--- src/rtl/maxnet_pkg.sv ---
// Shared types and constants for the Maxnet job loader.
// The feature macro MAXNET_CLAMP_NEG_EN is consumed by maxnet_job_loader.
package maxnet_pkg;

   typedef enum logic [1:0] {
      LOAD   = 2'd0,
      LAUNCH = 2'd1,
      WAIT   = 2'd2,
      RESULT = 2'd3
   } state_t;

   localparam logic [31:0] FP_ZERO = 32'h0000_0000;
   localparam logic [31:0] FP_ONE  = 32'h3F80_0000;

   localparam logic [2:0] IDX_EPS = 3'd0;
   localparam logic [2:0] IDX_A1  = 3'd1;
   localparam logic [2:0] IDX_A2  = 3'd2;
   localparam logic [2:0] IDX_A3  = 3'd3;
   localparam logic [2:0] IDX_A4  = 3'd4;

   // Sign bit set covers both negative values and -0.0.
   function automatic logic [31:0] clamp_neg(input logic [31:0] i_word);
      return i_word[31] ? FP_ZERO : i_word;
   endfunction

endpackage

--- src/rtl/maxnet_watchdog.sv ---
// Cycle-count watchdog: counts enabled cycles after a clear and flags the
// last allowed cycle (count == TIMEOUT-1).
module maxnet_watchdog #(
   parameter int unsigned TIMEOUT = 4096,
   parameter int unsigned TO_W    = 13
) (
   input  logic i_clk,
   input  logic i_rst,
   input  logic i_clr,
   input  logic i_en,
   output logic o_expire
);

   localparam logic [TO_W-1:0] LAST = TO_W'(TIMEOUT - 1);

   logic [TO_W-1:0] r_cnt;

   always_ff @(posedge i_clk or posedge i_rst) begin
      if (i_rst) begin
         r_cnt <= '0;
      end else if (i_clr) begin
         r_cnt <= '0;
      end else if (i_en && (r_cnt != LAST)) begin
         r_cnt <= r_cnt + 1'b1;
      end
   end

   assign o_expire = i_en && (r_cnt == LAST);

endmodule

--- src/rtl/maxnet_job_loader.sv ---
// Maxnet job front-end: loads epsilon/a1..a4, launches, waits for finish, returns the winner.
// Define MAXNET_CLAMP_NEG_EN to store negative activation words as +0.0.
module maxnet_job_loader
   import maxnet_pkg::*;
#(
   parameter int unsigned DATA_W  = 32,
   parameter int unsigned TIMEOUT = 4096,
   parameter int unsigned TO_W    = 13
) (
   input  logic              i_clk,
   input  logic              i_rst,
   input  logic [DATA_W-1:0] i_in_data,
   input  logic              i_in_valid,
   output logic              o_in_ready,
   output logic [DATA_W-1:0] o_a1_init,
   output logic [DATA_W-1:0] o_a2_init,
   output logic [DATA_W-1:0] o_a3_init,
   output logic [DATA_W-1:0] o_a4_init,
   output logic [DATA_W-1:0] o_epsilon,
   output logic              o_start,
   input  logic              i_finish,
   input  logic [DATA_W-1:0] i_dp_out,
   output logic [DATA_W-1:0] o_res_data,
   output logic              o_res_valid,
   input  logic              i_res_ready,
   output logic              o_res_timeout,
   output logic              o_busy
);

   state_t            r_state;
   state_t            w_state_next;
   logic [2:0]        r_count;
   logic              r_armed;
   logic [DATA_W-1:0] r_eps;
   logic [DATA_W-1:0] r_a1;
   logic [DATA_W-1:0] r_a2;
   logic [DATA_W-1:0] r_a3;
   logic [DATA_W-1:0] r_a4;
   logic [DATA_W-1:0] r_res_data;
   logic              r_res_timeout;

   logic              w_xfer;
   logic              w_accept;
   logic              w_expire;
   logic [DATA_W-1:0] w_act;

   assign w_xfer   = (r_state == LOAD) && i_in_valid;
   // Armed only after finish has been seen low, so a stale high level is ignored.
   assign w_accept = (r_state == WAIT) && i_finish && r_armed;

`ifdef MAXNET_CLAMP_NEG_EN
   assign w_act = clamp_neg(i_in_data);
`else
   assign w_act = i_in_data;
`endif

   maxnet_watchdog #(
      .TIMEOUT (TIMEOUT),
      .TO_W    (TO_W)
   ) u_watchdog (
      .i_clk    (i_clk),
      .i_rst    (i_rst),
      .i_clr    (r_state == LAUNCH),
      .i_en     (r_state == WAIT),
      .o_expire (w_expire)
   );

   always_ff @(posedge i_clk or posedge i_rst) begin
      if (i_rst) begin
         r_state <= LOAD;
      end else begin
         r_state <= w_state_next;
      end
   end

   always_comb begin
      w_state_next = r_state;
      case (r_state)
         LOAD:    if (w_xfer && (r_count == IDX_A4)) w_state_next = LAUNCH;
         LAUNCH:  w_state_next = WAIT;
         WAIT:    if (w_accept || w_expire) w_state_next = RESULT;
         RESULT:  if (i_res_ready) w_state_next = LOAD;
         default: w_state_next = LOAD;
      endcase
   end

   always_comb begin
      o_in_ready  = (r_state == LOAD);
      o_start     = (r_state == LAUNCH);
      o_res_valid = (r_state == RESULT);
      o_busy      = (r_state != LOAD);
   end

   always_ff @(posedge i_clk or posedge i_rst) begin
      if (i_rst) begin
         r_count       <= IDX_EPS;
         r_armed       <= 1'b0;
         r_eps         <= '0;
         r_a1          <= '0;
         r_a2          <= '0;
         r_a3          <= '0;
         r_a4          <= '0;
         r_res_data    <= '0;
         r_res_timeout <= 1'b0;
      end else begin
         case (r_state)
            LOAD: begin
               if (w_xfer) begin
                  case (r_count)
                     IDX_EPS: r_eps <= i_in_data;
                     IDX_A1:  r_a1  <= w_act;
                     IDX_A2:  r_a2  <= w_act;
                     IDX_A3:  r_a3  <= w_act;
                     IDX_A4:  r_a4  <= w_act;
                     default: ;
                  endcase
                  if (r_count != IDX_A4) r_count <= r_count + 3'd1;
               end
            end
            LAUNCH: r_armed <= 1'b0;
            WAIT: begin
               if (!i_finish) r_armed <= 1'b1;
               if (w_accept) begin
                  r_res_data    <= i_dp_out;
                  r_res_timeout <= 1'b0;
               end else if (w_expire) begin
                  r_res_data    <= '0;
                  r_res_timeout <= 1'b1;
               end
            end
            RESULT: begin
               if (i_res_ready) begin
                  r_res_timeout <= 1'b0;
                  r_count       <= IDX_EPS;
               end
            end
            default: ;
         endcase
      end
   end

   assign o_epsilon     = r_eps;
   assign o_a1_init     = r_a1;
   assign o_a2_init     = r_a2;
   assign o_a3_init     = r_a3;
   assign o_a4_init     = r_a4;
   assign o_res_data    = r_res_data;
   assign o_res_timeout = r_res_timeout;

endmodule
--- config.mk ---
export PLATFORM = sky130hd
export DESIGN_NAME = maxnet_job_loader
export DESIGN_NICKNAME = d
export VERILOG_FILES = /design/src/rtl/maxnet_pkg.sv /design/src/rtl/maxnet_watchdog.sv /design/src/rtl/maxnet_job_loader.sv
export SDC_FILE = /design/constraint.sdc
export NUM_CORES = 1
export LEC_CHECK = 0
export ABC_AREA = 1
export BUFFER_PORTS_ARGS = -buffer_cell sky130_fd_sc_hd__buf_4
export CORE_ASPECT_RATIO = 0.9
export CORE_UTILIZATION = 38
export DETAILED_ROUTE_END_ITERATION = 10
export GPL_TIMING_DRIVEN = 0
export SETUP_SLACK_MARGIN = 0.5
export SKIP_CTS_REPAIR_TIMING = 1
export SYNTH_ARGS = -nofsm -noshare
export SYNTH_HDL_FRONTEND = slang
export SYNTH_HIERARCHICAL = 1
export SYNTH_SLANG_ARGS = --single-unit
--- constraint.sdc ---
create_clock -name i_clk -period 8.4 [get_ports i_clk]
set_input_delay 1.26 -clock i_clk [delete_from_list [all_inputs] [get_ports i_clk]]
set_output_delay 1.26 -clock i_clk [all_outputs]
set_load 0.1 [all_outputs]
Word-level counts from Yosys, hierarchy flattened:

Cells that the tools add are included.

* equal/unequal tests: 17
* multiplexer cells: 18
* reduce and logical (&&, ||, !) cells: 25
* $add $sub $neg: 2

Operator list (count)
* $mux 32: 2
* $mux 13: 2
* $reduce_and 3->1: 7
* $add 13x1->13 const B: 1
* $eq 13x12->1 const B: 1
* $ne 13x12->1 const B: 1
* $reduce_bool 2->1: 6
* $mux 3: 3
* $ne 2x1->1 const B: 4
* $pmux 2 s4: 1
* $eq 3x2->1 const B: 2
* $logic_and 1x1->1: 6
* $mux 2: 3
* $ne 3x3->1 const B: 2
* $pmux 3 s2: 1
* $eq 2x2->1 const B: 2
* $mux 1: 4
* $ne 2x2->1 const B: 2
* $pmux 1 s2: 2
* $reduce_and 2->1: 2
* $reduce_and 4->1: 1
* $add 3x1->3 const B: 1
* $eq 3x1->1 const B: 1
* $eq 3x3->1 const B: 1
* 4 further kinds: 4

* word-level logic and storage cells: 73
* input bits: 69
* output and inout port bits: 197
* register bits after elaboration: 212

Depth between registers and ports, before layout:

* depth after elaboration: 6
* gate-level depth with buffers: 11
* gate-level depth less buffers: 11

By module:

The synthesis kept the hierarchy.

By module, submodules not included
* maxnet_job_loader: cells an instance 751, area an instance 7961.4 um2, seq. area each 4979.8 um2, times used 1
* maxnet_watchdog: cells an instance 135, area an instance 878.3 um2, seq. area each 325.3 um2, times used 1

Least setup slack after synthesis:

Ideal clock, no wire load.

* path kind: flip-flop to output port
* start: register r_state[0]
* end: output o_busy
* data arrival time: 2110 ps
* setup slack: 5030 ps
* data required time: 7140 ps
* stages on the path, launching flop included: 4
* path buffers: 0
* cell sequence: dfrtp_1 > inv_1 > ha_1 > inv_1

* word-level cells in the longest chain between the ends: 1

RTL lines
* from (decl): line maxnet_job_loader.sv:30 `state_t r_state;`
* from (signal assigned): line maxnet_job_loader.sv:72 `r_state <= w_state_next;`
* $reduce_bool 2->1: line maxnet_job_loader.sv:91 `o_busy = (r_state != LOAD);`
* to (decl): line maxnet_job_loader.sv:27 `output logic o_busy`

No other way between the ends.

Final worst setup path:

Same ends and word-level chain as after synthesis.

==> impl_metrics.tcl <==
set metrics [dict create \
    crit_type "register to output pin" \
    grt.overflow.total 0 \
    fmax_mhz 332 \
    clock_path_buffers 3 \
    path_max_fanout 5 \
    final_cell_area_um2 12000 \
    crit_top_cell "inv_1" \
    diodes 0 \
    clk_pin_slew_worst_paths_ns 0.06 \
    clkLatencyLatePin_ns 0.50 \
    cts_inserted_buffers 24 \
    grt_max_degree 123 \
    port_buffers 265 \
    worst_pin_slew_ns 0.690 \
    cts_tree "yes" \
    crit_chain "inv_1, ha_1, inv_1, buf_4" \
    vias_per_cell 4.68 \
    yosysUniqueCellTypes 28 \
    dieHeight_um 147 \
    synth_ff_type "dfrtp_1" \
    worst_hold_slack_ns 0.482 \
    drt_wl_total_mm 25.3 \
    fp.dieW_um 163 \
    slew_headroom_pct 54.0 \
    slew_violations 0 \
    syn_avg_cell_area_um2 9.98 \
    first_pass_iters 5 \
    nFillCells 2124 \
    layout.nets 1257 \
    synthCells 886 \
    rsz0062_at_grt "false" \
    core-area_um2 22600 \
    post-route-period-util_pct 35.9 \
    hold_viol_final 0 \
    htreeDepth 1 \
    synth_edf_count 0 \
    ys_warn_count 6 \
    cp_slowest_cell "dfrtp_1" \
    instances_no_fill 1493 \
    drv_cap 0 \
    synth_area_um2 8840 \
    synthArstFlopShare_pct 100 \
    slowest_delay_ns 0.39 \
    cp.arrival_ns 1.75 \
    layout_commonest_cell "buf_4" \
    area_growth_pct 36.3 \
    worstPathRequired_ns 7.14 \
    cts_num_sinks 212 \
    timing.hold.worst.class "register to register" \
    die_area_um2 23900 \
    ys_seq_area_share_pct 60.0 \
    place.gp.congestion 0.815 \
    placed_area_um2 11200 \
    crit_start "r_state[0]" \
    cts-root-buf "clkbuf_16" \
    grt_pass1_vias 6814 \
    hpwl_mm 17.8 \
    setup_viol 0 \
    status "complete, no violations" \
    path_buf_inv 3 \
    drt-initial-drc-count 487 \
    wl_per_cell_um 16.9 \
    r2r-start "u_watchdog/r_cnt[1]" \
    critPathCaptureType "output pin" \
    rows 52 \
    antenna_found_initial 0 \
    dp_cells 1449 \
    drive_gt1_share_pct 36.4 \
    grt_pass1_wl_mm 39.9 \
    synth_nets 965 \
    synth_seq_cells 212 \
    ant_nets 0 \
    start_util_pct 39.0 \
    min_period_ns 3.01 \
    multi_input_area_um2 2810 \
    ff_latch_area_um2 5310 \
    final_cell_mix "buf_4 (268), nand2_1 (223), dfrtp_1 (212), inv_1 (97), o21ai_2 (69)" \
    boundaryPins 266 \
    num_vias 6985 \
    drcViolationCount 0 \
    cp_top_family "buffers and inverters" \
    min_from "o_a3_init[9]" \
    crit_path_start_kind "register" \
    finClkSkew_ns 0.00628 \
    track_usage_pct 21.3 \
]
-- routing by layer --
metal,vias up,routed length (um),global-route usage (%)
met2,230,11300,33.0
li1,3422,-,-
met3,22,1850,4.55
met4,0,369,3.83
met5,-,0,0
met1,3311,11800,31.1
-- Yosys cell counts (4+ instances only) --
master	number	area (um2)
o21ai_2	69	604
buf_2	7	35.0
nand2_1	223	837
nor2_1	49	184
nand3_1	30	150
inv_1	98	368
a21oi_1	23	115
buf_6	23	259
o21ai_0	64	320
nor2_2	4	25.0
a21oi_2	10	87.6
ha_1	10	125
o21ai_1	35	175
dfrtp_1	212	5310
-- path summary, 6_finish.rpt --
path | to | cells after the start | slack [ns]
max | o_busy | 4 | 5.39
min | o_a3_init[9] | 2 | 0.48
max reg2reg | o_res_data[2] | 9 | 6.17
min reg2reg | o_a3_init[9] | 2 | 0.48
max in group asynchronous | o_a2_init[12] | 3 | 6.52
min in group asynchronous | o_res_data[4] | 2 | 0.83
-- registers in the layout (all words and copies together) (netlist names) --
name and count:
o_a2_init 32, o_a3_init 32, r_state 2, o_res_data 32, u_watchdog/r_cnt 13, r_armed 1
o_res_timeout 1, o_epsilon 32, o_a1_init 32, r_count 3, o_a4_init 32
-- through the flow --
stage / setup slack, ns / util, % / TNS [ns]
floorplan: 1.71 / - / 0
global placement: -0.887 / 49.5 / -172.56
detailed placement: 5.89 / 49.6 / 0
CTS: 5.34 / 53.2 / 0
global route: 5.28 / 53.2 / 0
finish: 5.39 / 53.2 / 0
-- cell families after synthesis --
logic type,count (synthesis),share of synthesized area [%]
and+or+nand+nor,319,15.1
DFF,212,60.0
AOI/OAI and AO/OA,206,15.2
buffers and inverters,138,8.22
adders and majority gates,10,1.42
xor gates and xnor gates,1,0.0991
-- cell type report --
class                           instances  share of cell area [%]
Sequential cell                       212                    44.0
Inverter                               99                    3.25
Clock inverter                          6                   0.457
Buffer                                 39                    2.85
Clock buffer                           38                    6.26
Tap cell                              297                    3.09
Multi-Input combinational cell        536                    23.3
Timing Repair Buffer                  266                    16.7
-- worst register-to-register path, stage by stage, from the launching register on --
cell      delay, ns
dfrtp_1        0.39
ha_1           0.22
nand3_1        0.13
nor2_1         0.20
nand2_1        0.11
nor2_1         0.11
inv_1          0.06
a21oi_1        0.34
clkbuf_1       0.40
o21ai_0        0.15
Power is left out: the tool's default activity adds up to more than one toggle a clock period on the data nets, which glitch-free logic cannot reach.
